==> src/rtl/chase_if.sv <==
// Pin bundle for the chase sequencer: raw buttons and mode in, decoder select and status out.
// Plain levels sampled on clk; there is no handshake on any of these signals.
interface chase_if;
  logic       btn_run;
  logic       btn_dir;
  logic       mode;
  logic [3:0] swt;
  logic [2:0] g;
  logic       running;
  logic       dir;

  modport master (
    output btn_run, btn_dir, mode,
    input  swt, g, running, dir
  );

  modport slave (
    input  btn_run, btn_dir, mode,
    output swt, g, running, dir
  );
endinterface

==> src/rtl/chase_sequencer.sv <==
// Debounced run/dir buttons drive a wrap/bounce 4-bit chase code for a 4-to-16 decoder.
// Press-to-action latency is 2 sync + DB_CYCLES + 1 cycles; swt moves 1 cycle after step; no backpressure.
module chase_sequencer #(
  parameter int unsigned STEP_DIV  = 25000000,
  parameter int unsigned DB_CYCLES = 1000000
) (
  input logic    clk,
  input logic    rst_n,
  chase_if.slave bus
);

  localparam int unsigned PSW = $clog2(STEP_DIV);
  localparam int unsigned DBW = $clog2(DB_CYCLES);

  typedef enum logic [1:0] {
    IDLE  = 2'd0,
    RUN   = 2'd1,
    PAUSE = 2'd2
  } state_t;

  // Bit 0 is the run button, bit 1 the direction button.
  logic [1:0]     btn_raw;
  logic [1:0]     sync1;
  logic [1:0]     sync2;
  logic [1:0]     db_lvl;
  logic [1:0]     db_lvl_q;
  logic [1:0]     press;
  logic [DBW-1:0] db_cnt [2];

  state_t         state;
  state_t         state_nxt;
  logic [PSW-1:0] presc;
  logic [PSW-1:0] presc_nxt;
  logic           step;
  logic           flip;
  logic           run_pulse;
  logic           dir_pulse;
  logic [3:0]     swt_q;
  logic [3:0]     swt_nxt;
  logic           dir_q;
  logic           dir_nxt;
  logic [2:0]     g_q;
  logic           running_q;

  assign btn_raw = {bus.btn_dir, bus.btn_run};

  // A level is accepted only after DB_CYCLES consecutive disagreeing samples.
  always_ff @(posedge clk or negedge rst_n) begin
    if (!rst_n) begin
      sync1    <= 2'b00;
      sync2    <= 2'b00;
      db_lvl   <= 2'b00;
      db_lvl_q <= 2'b00;
      for (int i = 0; i < 2; i++) begin
        db_cnt[i] <= '0;
      end
    end else begin
      sync1    <= btn_raw;
      sync2    <= sync1;
      db_lvl_q <= db_lvl;
      for (int i = 0; i < 2; i++) begin
        if (sync2[i] == db_lvl[i]) begin
          db_cnt[i] <= '0;
        end else if (db_cnt[i] == DBW'(DB_CYCLES - 1)) begin
          db_cnt[i] <= '0;
          db_lvl[i] <= sync2[i];
        end else begin
          db_cnt[i] <= db_cnt[i] + DBW'(1);
        end
      end
    end
  end

  assign press     = db_lvl & ~db_lvl_q;
  assign run_pulse = press[0];
  assign dir_pulse = press[1];

  assign step = (state == RUN) && (presc == PSW'(STEP_DIV - 1));

  always_ff @(posedge clk or negedge rst_n) begin
    if (!rst_n) begin
      state     <= IDLE;
      presc     <= '0;
      swt_q     <= 4'd0;
      dir_q     <= 1'b0;
      g_q       <= 3'b000;
      running_q <= 1'b0;
    end else begin
      state     <= state_nxt;
      presc     <= presc_nxt;
      swt_q     <= swt_nxt;
      dir_q     <= dir_nxt;
      g_q       <= (state_nxt == IDLE) ? 3'b000 : 3'b001;
      running_q <= (state_nxt == RUN);
    end
  end

  always_comb begin
    state_nxt = state;
    presc_nxt = presc;
    swt_nxt   = swt_q;
    flip      = 1'b0;

    case (state)
      IDLE: begin
        presc_nxt = '0;
        if (run_pulse) state_nxt = RUN;
      end
      RUN: begin
        presc_nxt = step ? '0 : presc + PSW'(1);
        if (run_pulse) state_nxt = PAUSE;
      end
      PAUSE: begin
        if (run_pulse) state_nxt = RUN;
      end
      default: begin
        state_nxt = IDLE;
        presc_nxt = '0;
      end
    endcase

    // The step always uses the pre-edge direction; a bounce reverses it afterwards.
    if (step) begin
      if (!dir_q) begin
        if (bus.mode && swt_q == 4'd15) begin
          swt_nxt = 4'd14;
          flip    = 1'b1;
        end else begin
          swt_nxt = swt_q + 4'd1;
        end
      end else begin
        if (bus.mode && swt_q == 4'd0) begin
          swt_nxt = 4'd1;
          flip    = 1'b1;
        end else begin
          swt_nxt = swt_q - 4'd1;
        end
      end
    end

    dir_nxt = dir_q ^ dir_pulse ^ flip;
  end

  assign bus.swt     = swt_q;
  assign bus.g       = g_q;
  assign bus.running = running_q;
  assign bus.dir     = dir_q;

endmodule

==> src/flat_wrapper.sv <==
// flat-port wrapper written by rule: the top's interface ports become plain ports
module chase_sequencer_flat 
#(
  parameter int unsigned STEP_DIV  = 25000000,
  parameter int unsigned DB_CYCLES = 1000000
)
  (clk, rst_n, bus_btn_run, bus_btn_dir, bus_mode, bus_swt, bus_g, bus_running, bus_dir);
  chase_if bus_i ();
  input logic clk;
  input logic rst_n;
  input wire logic [$bits(bus_i.btn_run)-1:0] bus_btn_run;
  input wire logic [$bits(bus_i.btn_dir)-1:0] bus_btn_dir;
  input wire logic [$bits(bus_i.mode)-1:0] bus_mode;
  output wire logic [$bits(bus_i.swt)-1:0] bus_swt;
  output wire logic [$bits(bus_i.g)-1:0] bus_g;
  output wire logic [$bits(bus_i.running)-1:0] bus_running;
  output wire logic [$bits(bus_i.dir)-1:0] bus_dir;
  assign bus_i.btn_run = bus_btn_run;
  assign bus_i.btn_dir = bus_btn_dir;
  assign bus_i.mode = bus_mode;
  assign bus_swt = bus_i.swt;
  assign bus_g = bus_i.g;
  assign bus_running = bus_i.running;
  assign bus_dir = bus_i.dir;
  chase_sequencer #(.STEP_DIV(STEP_DIV), .DB_CYCLES(DB_CYCLES)) u_core (.clk(clk), .rst_n(rst_n), .bus(bus_i));
endmodule
==> config.mk <==
export PLATFORM = sky130hd
export DESIGN_NAME = chase_sequencer_flat
export DESIGN_NICKNAME = d
export VERILOG_FILES = /design/src/rtl/chase_if.sv /design/src/rtl/chase_sequencer.sv /design/src/flat_wrapper.sv
export SDC_FILE = /design/constraint.sdc
export NUM_CORES = 1
export LEC_CHECK = 0
export CORE_MARGIN = 2
export CORE_UTILIZATION = 38
export DETAILED_ROUTE_END_ITERATION = 10
export PLACE_DENSITY = 0.52
export SLEW_MARGIN = 25
export SYNTH_ARGS = -nofsm -noshare
export SYNTH_HDL_FRONTEND = slang
export SYNTH_SLANG_ARGS = --single-unit
==> constraint.sdc <==
create_clock -name clk -period 2.07 [get_ports clk]
set_input_delay 0.3105 -clock clk [delete_from_list [all_inputs] [get_ports clk]]
set_output_delay 0.3105 -clock clk [all_outputs]
set_load 0.01 [all_outputs]
==> summary.txt <==
STA
  • Skew final: 0.00739 ns
  • Normalized max-slew margin: 0.613
  • Final Cycle Share: 0.912
  • Max Fclk: 530 MHz
  • Final min period: 1.89 ns
  • Hold Vio Cnt, Final: 0
  • Setup TNS: 0 ns
  • Setup violators final: 0
  • Slew Limit Fails: 0
  • Tightest Pin Transition: 0.579 ns
  • RSZ-0062 raised after global routing: false

Detailed routing
  • Routed via count: 3059
  • Post-Route WL: 8200 um
  • Vias/cell: 5.14
  • ANT nets after route: 0
  • DR pass1 iterations: 4
  • Met2 routed WL: 3630 um
  • Initial DRC count: 139
  • Top Metal Used: met4
  • DR WL met3: 333 um
  • Drc violations: 0
  • DR WL/cell: 13.8 um
  • Metal-1 WL: 4140 um

Pwr
  • Comb pwr share: 0.032
  • Sequential share of power: 0.580
  • Pwr dens: 589 nW/um2
  • VDD IR max: 408 uV
  • Switching Share: 0.232
  • Leak Pwr: 2.09 nW
  • P_int: 2.15 mW
  • Switching power: 0.650 mW
  • Clock share of power: 0.388
  • Total power: 2.80 mW

GRT
  • Vias in the first global route: 3032
  • Largest net degree at the start of global routing: 35
  • Total global-route track usage: 0.158
  • Initial antenna violation count: 0
  • First-pass GRT wire length: 14500 um
  • Global route overflow: 0

Floorplan
  • Full die area: 11800 um2
  • Core box area: 10800 um2
  • Starting density of the core: 0.386
  • Chip Height: 109 um
  • Chip Width: 109 um
  • I/O Pins: 14
  • Row count: 38

Critical path
  • Worst EP arrival: 2.14 ns
  • CP required: 2.32 ns
  • Worst-path fanout max: 20
  • Startpoint types: flip-flop
  • Flop-to-flop setup slack: 0.18 ns
  • Worst reg2reg startpoint: u_core.db_cnt[20]
  • Worst Reg2Reg Path Length in Cells: 7
  • CP endpoint kind: flip-flop
  • RR Endpoint: u_core.db_cnt[33]
  • Crit path kind: reg -> reg

Yosys
  • Mean Syn Cell Area: 9.84 um2
  • Synth area leaders: dfrtp_1 (49%), xor2_1 (6.5%), nor2_1 (5.5%), xnor2_1 (3.4%), nand2_1 (3.2%)
  • Fraction of registers with async set/reset: 1.00
  • Yosys warns: 0
  • Main synth FF type: dfrtp_1
  • Number of flops mapped to enable cells by yosys: 0
  • Leading area contributor after synthesis: dfrtp_1
  • Post-synthesis sequential area ratio: 0.492
  • Yosys top cell area share: 0.492
  • Seq cells post-synth: 82
  • Gate Count Post-Synth: 424
  • Count leader, synth: dfrtp_1
  • Synth unique cells: 50
  • Commonest cells post-synth: dfrtp_1 (82), nor2_1 (61), nand2_1 (36), xor2_1 (31), nand3_1 (27)
  • Mapped Area: 4170 um2

Final layout
  • N_diodes: 0
  • Final Cell Area: 4750 um2
  • Syn-to-layout area delta: 13.9%
  • Final nets: 461
  • Share of cells above drive strength 1: 0.108

Worst hold path
  • Worst hold start: u_core.sync1[1]
  • Worst Hold Depth: 0
  • Worst hold path endpoint: u_core.sync2[1]
  • HP Class: reg -> reg

Clocking
  • Clock-pin slew of the registers on the worst-case setup and hold paths: 0.08 ns
  • Number of H-tree levels: 3
  • CTS Sinks: 82
  • Postcts setup bufs: 0
  • CTS Buffer Depth: 2
  • TritonCTS clock tree: done
  • Clk_lat worst skew: 0.36 ns
  • CTS buffer count: 9
  • Root Driver: clkbuf_8

Placement
  • Placer Congestion: 0.794
  • DP Wirelength: 5850 um
  • IO buf count: 11
  • Placed Area: 4540 um2

Status
  • Status: completed

Flow run
  • Max Cap Violations: 0
## stage by stage
stage | setup slack (ns) | instances | util | hold WS, ns
3_5_place_dp | 0.114 | 578 | 0.420 | 0.294
4_1_cts | 0.0836 | 595 | 0.438 | 0.357
6_report | 0.182 | 595 | 0.440 | 0.353
2_1_floorplan | 0.333 | 425 | - | 0.0149
3_3_place_gp | 0.181 | 578 | 0.420 | 0.295
5_1_grt | 0.0324 | 595 | 0.440 | 0.361
## power by group through the flow
| stage | logic [mW] | clock network (mW) | registers (mW) |
|---|---|---|---|
| 3_3_place_gp | 0.0912 | 0 | 1.66 |
| 3_5_place_dp | 0.0910 | 0 | 1.66 |
| 2_1_floorplan | 0.0336 | 0 | 1.65 |
| 5_1_grt | 0.103 | 1.21 | 1.63 |
| 6_report | 0.0884 | 1.09 | 1.62 |
| 4_1_cts | 0.0931 | 1.14 | 1.62 |
## area by class of cell
class	count	area [um2]
fillers	1029	6040
clock inverters	3	23.8
repair buffers	28	275
clock buffers	13	159
flip-flops and latches	82	2050
inverters	7	26.3
well taps	140	175
multi-input cells	322	2040
## cell usage in the layout (no fill, tap or decap), drive strengths merged, types with 3 or more instances in the layout
cell type | Yosys | final
a21o | 10 | 10
a21oi | 7 | 7
a31oi | 13 | 13
and2 | 7 | 7
and3 | 9 | 9
and4 | 7 | 7
buf | 10 | 17
clkbuf | 4 | 13
clkdlybuf4s50 | 0 | 10
dfrtp | 82 | 82
ha | 6 | 6
inv | 7 | 7
mux2 | 4 | 4
nand2 | 36 | 36
nand2b | 8 | 8
nand3 | 27 | 27
nand4 | 17 | 17
nor2 | 61 | 61
nor3 | 10 | 10
nor4 | 9 | 9
nor4b | 3 | 3
o21ai | 20 | 20
xnor2 | 16 | 16
xor2 | 31 | 31
## critical path: stages (launching register included)
cell and delay, ns:
dfrtp_1 0.41, ha_1 0.22, and3_1 0.21, nand3_1 0.15, nor4_2 0.37, nand2b_1 0.20, buf_12 0.16, nor2_1 0.06
## sequential cells by signal (all words and copies together), names as in the netlist
signal	cells
u_core.sync2	2
u_core.sync1	2
u_core.bus.running	1
u_core.bus.dir	1
u_core.bus.g	1
u_core.presc	25
u_core.db_cnt	40
u_core.db_lvl	2
u_core.db_lvl_q	2
u_core.state	2
u_core.bus.swt	4
## worst max path at each step
stage	startpoint	endpoint	slack, ns	cells after the start
global placement	u_core.db_cnt[20]	u_core.db_cnt[39]	0.18	7
CTS	u_core.db_cnt[20]	u_core.db_cnt[33]	0.08	7
global route	u_core.presc[0]	u_core.presc[12]	0.03	6
finish	u_core.db_cnt[20]	u_core.db_cnt[33]	0.18	7
detailed placement	u_core.db_cnt[20]	u_core.db_cnt[33]	0.11	7
floorplan	u_core.db_cnt[0]	u_core.db_cnt[11]	0.33	8
## logic make-up (layout without fill, tap and decap cells)
| kind of cell | after synthesis | in the layout | share of synthesized area |
|---|---|---|---|
| buffers and inverters | 21 | 51 | 0.0249 |
| xor gates and xnor gates | 47 | 47 | 0.0987 |
| AOI/OAI and AO/OA | 57 | 57 | 0.0864 |
| adders and majority gates | 6 | 6 | 0.0180 |
| and+or+nand+nor | 204 | 204 | 0.263 |
| other | 1 | 2 | 0.000899 |
| DFF | 82 | 82 | 0.492 |
| muxes | 6 | 6 | 0.0156 |
## metal layers
layer,vias up,track usage
li1,1538,-
met1,1468,0.213
met2,45,0.238
met3,8,0.0496
met4,0,0.0568
met5,-,0
## what timing repair did
item	4_1_cts	5_1_grt
resized for setup	0	3
setup endpoints to repair	0	25
hold buffers	1	0
endpoints found under the hold margin	31	0
Power figures use the tool's default switching activity.
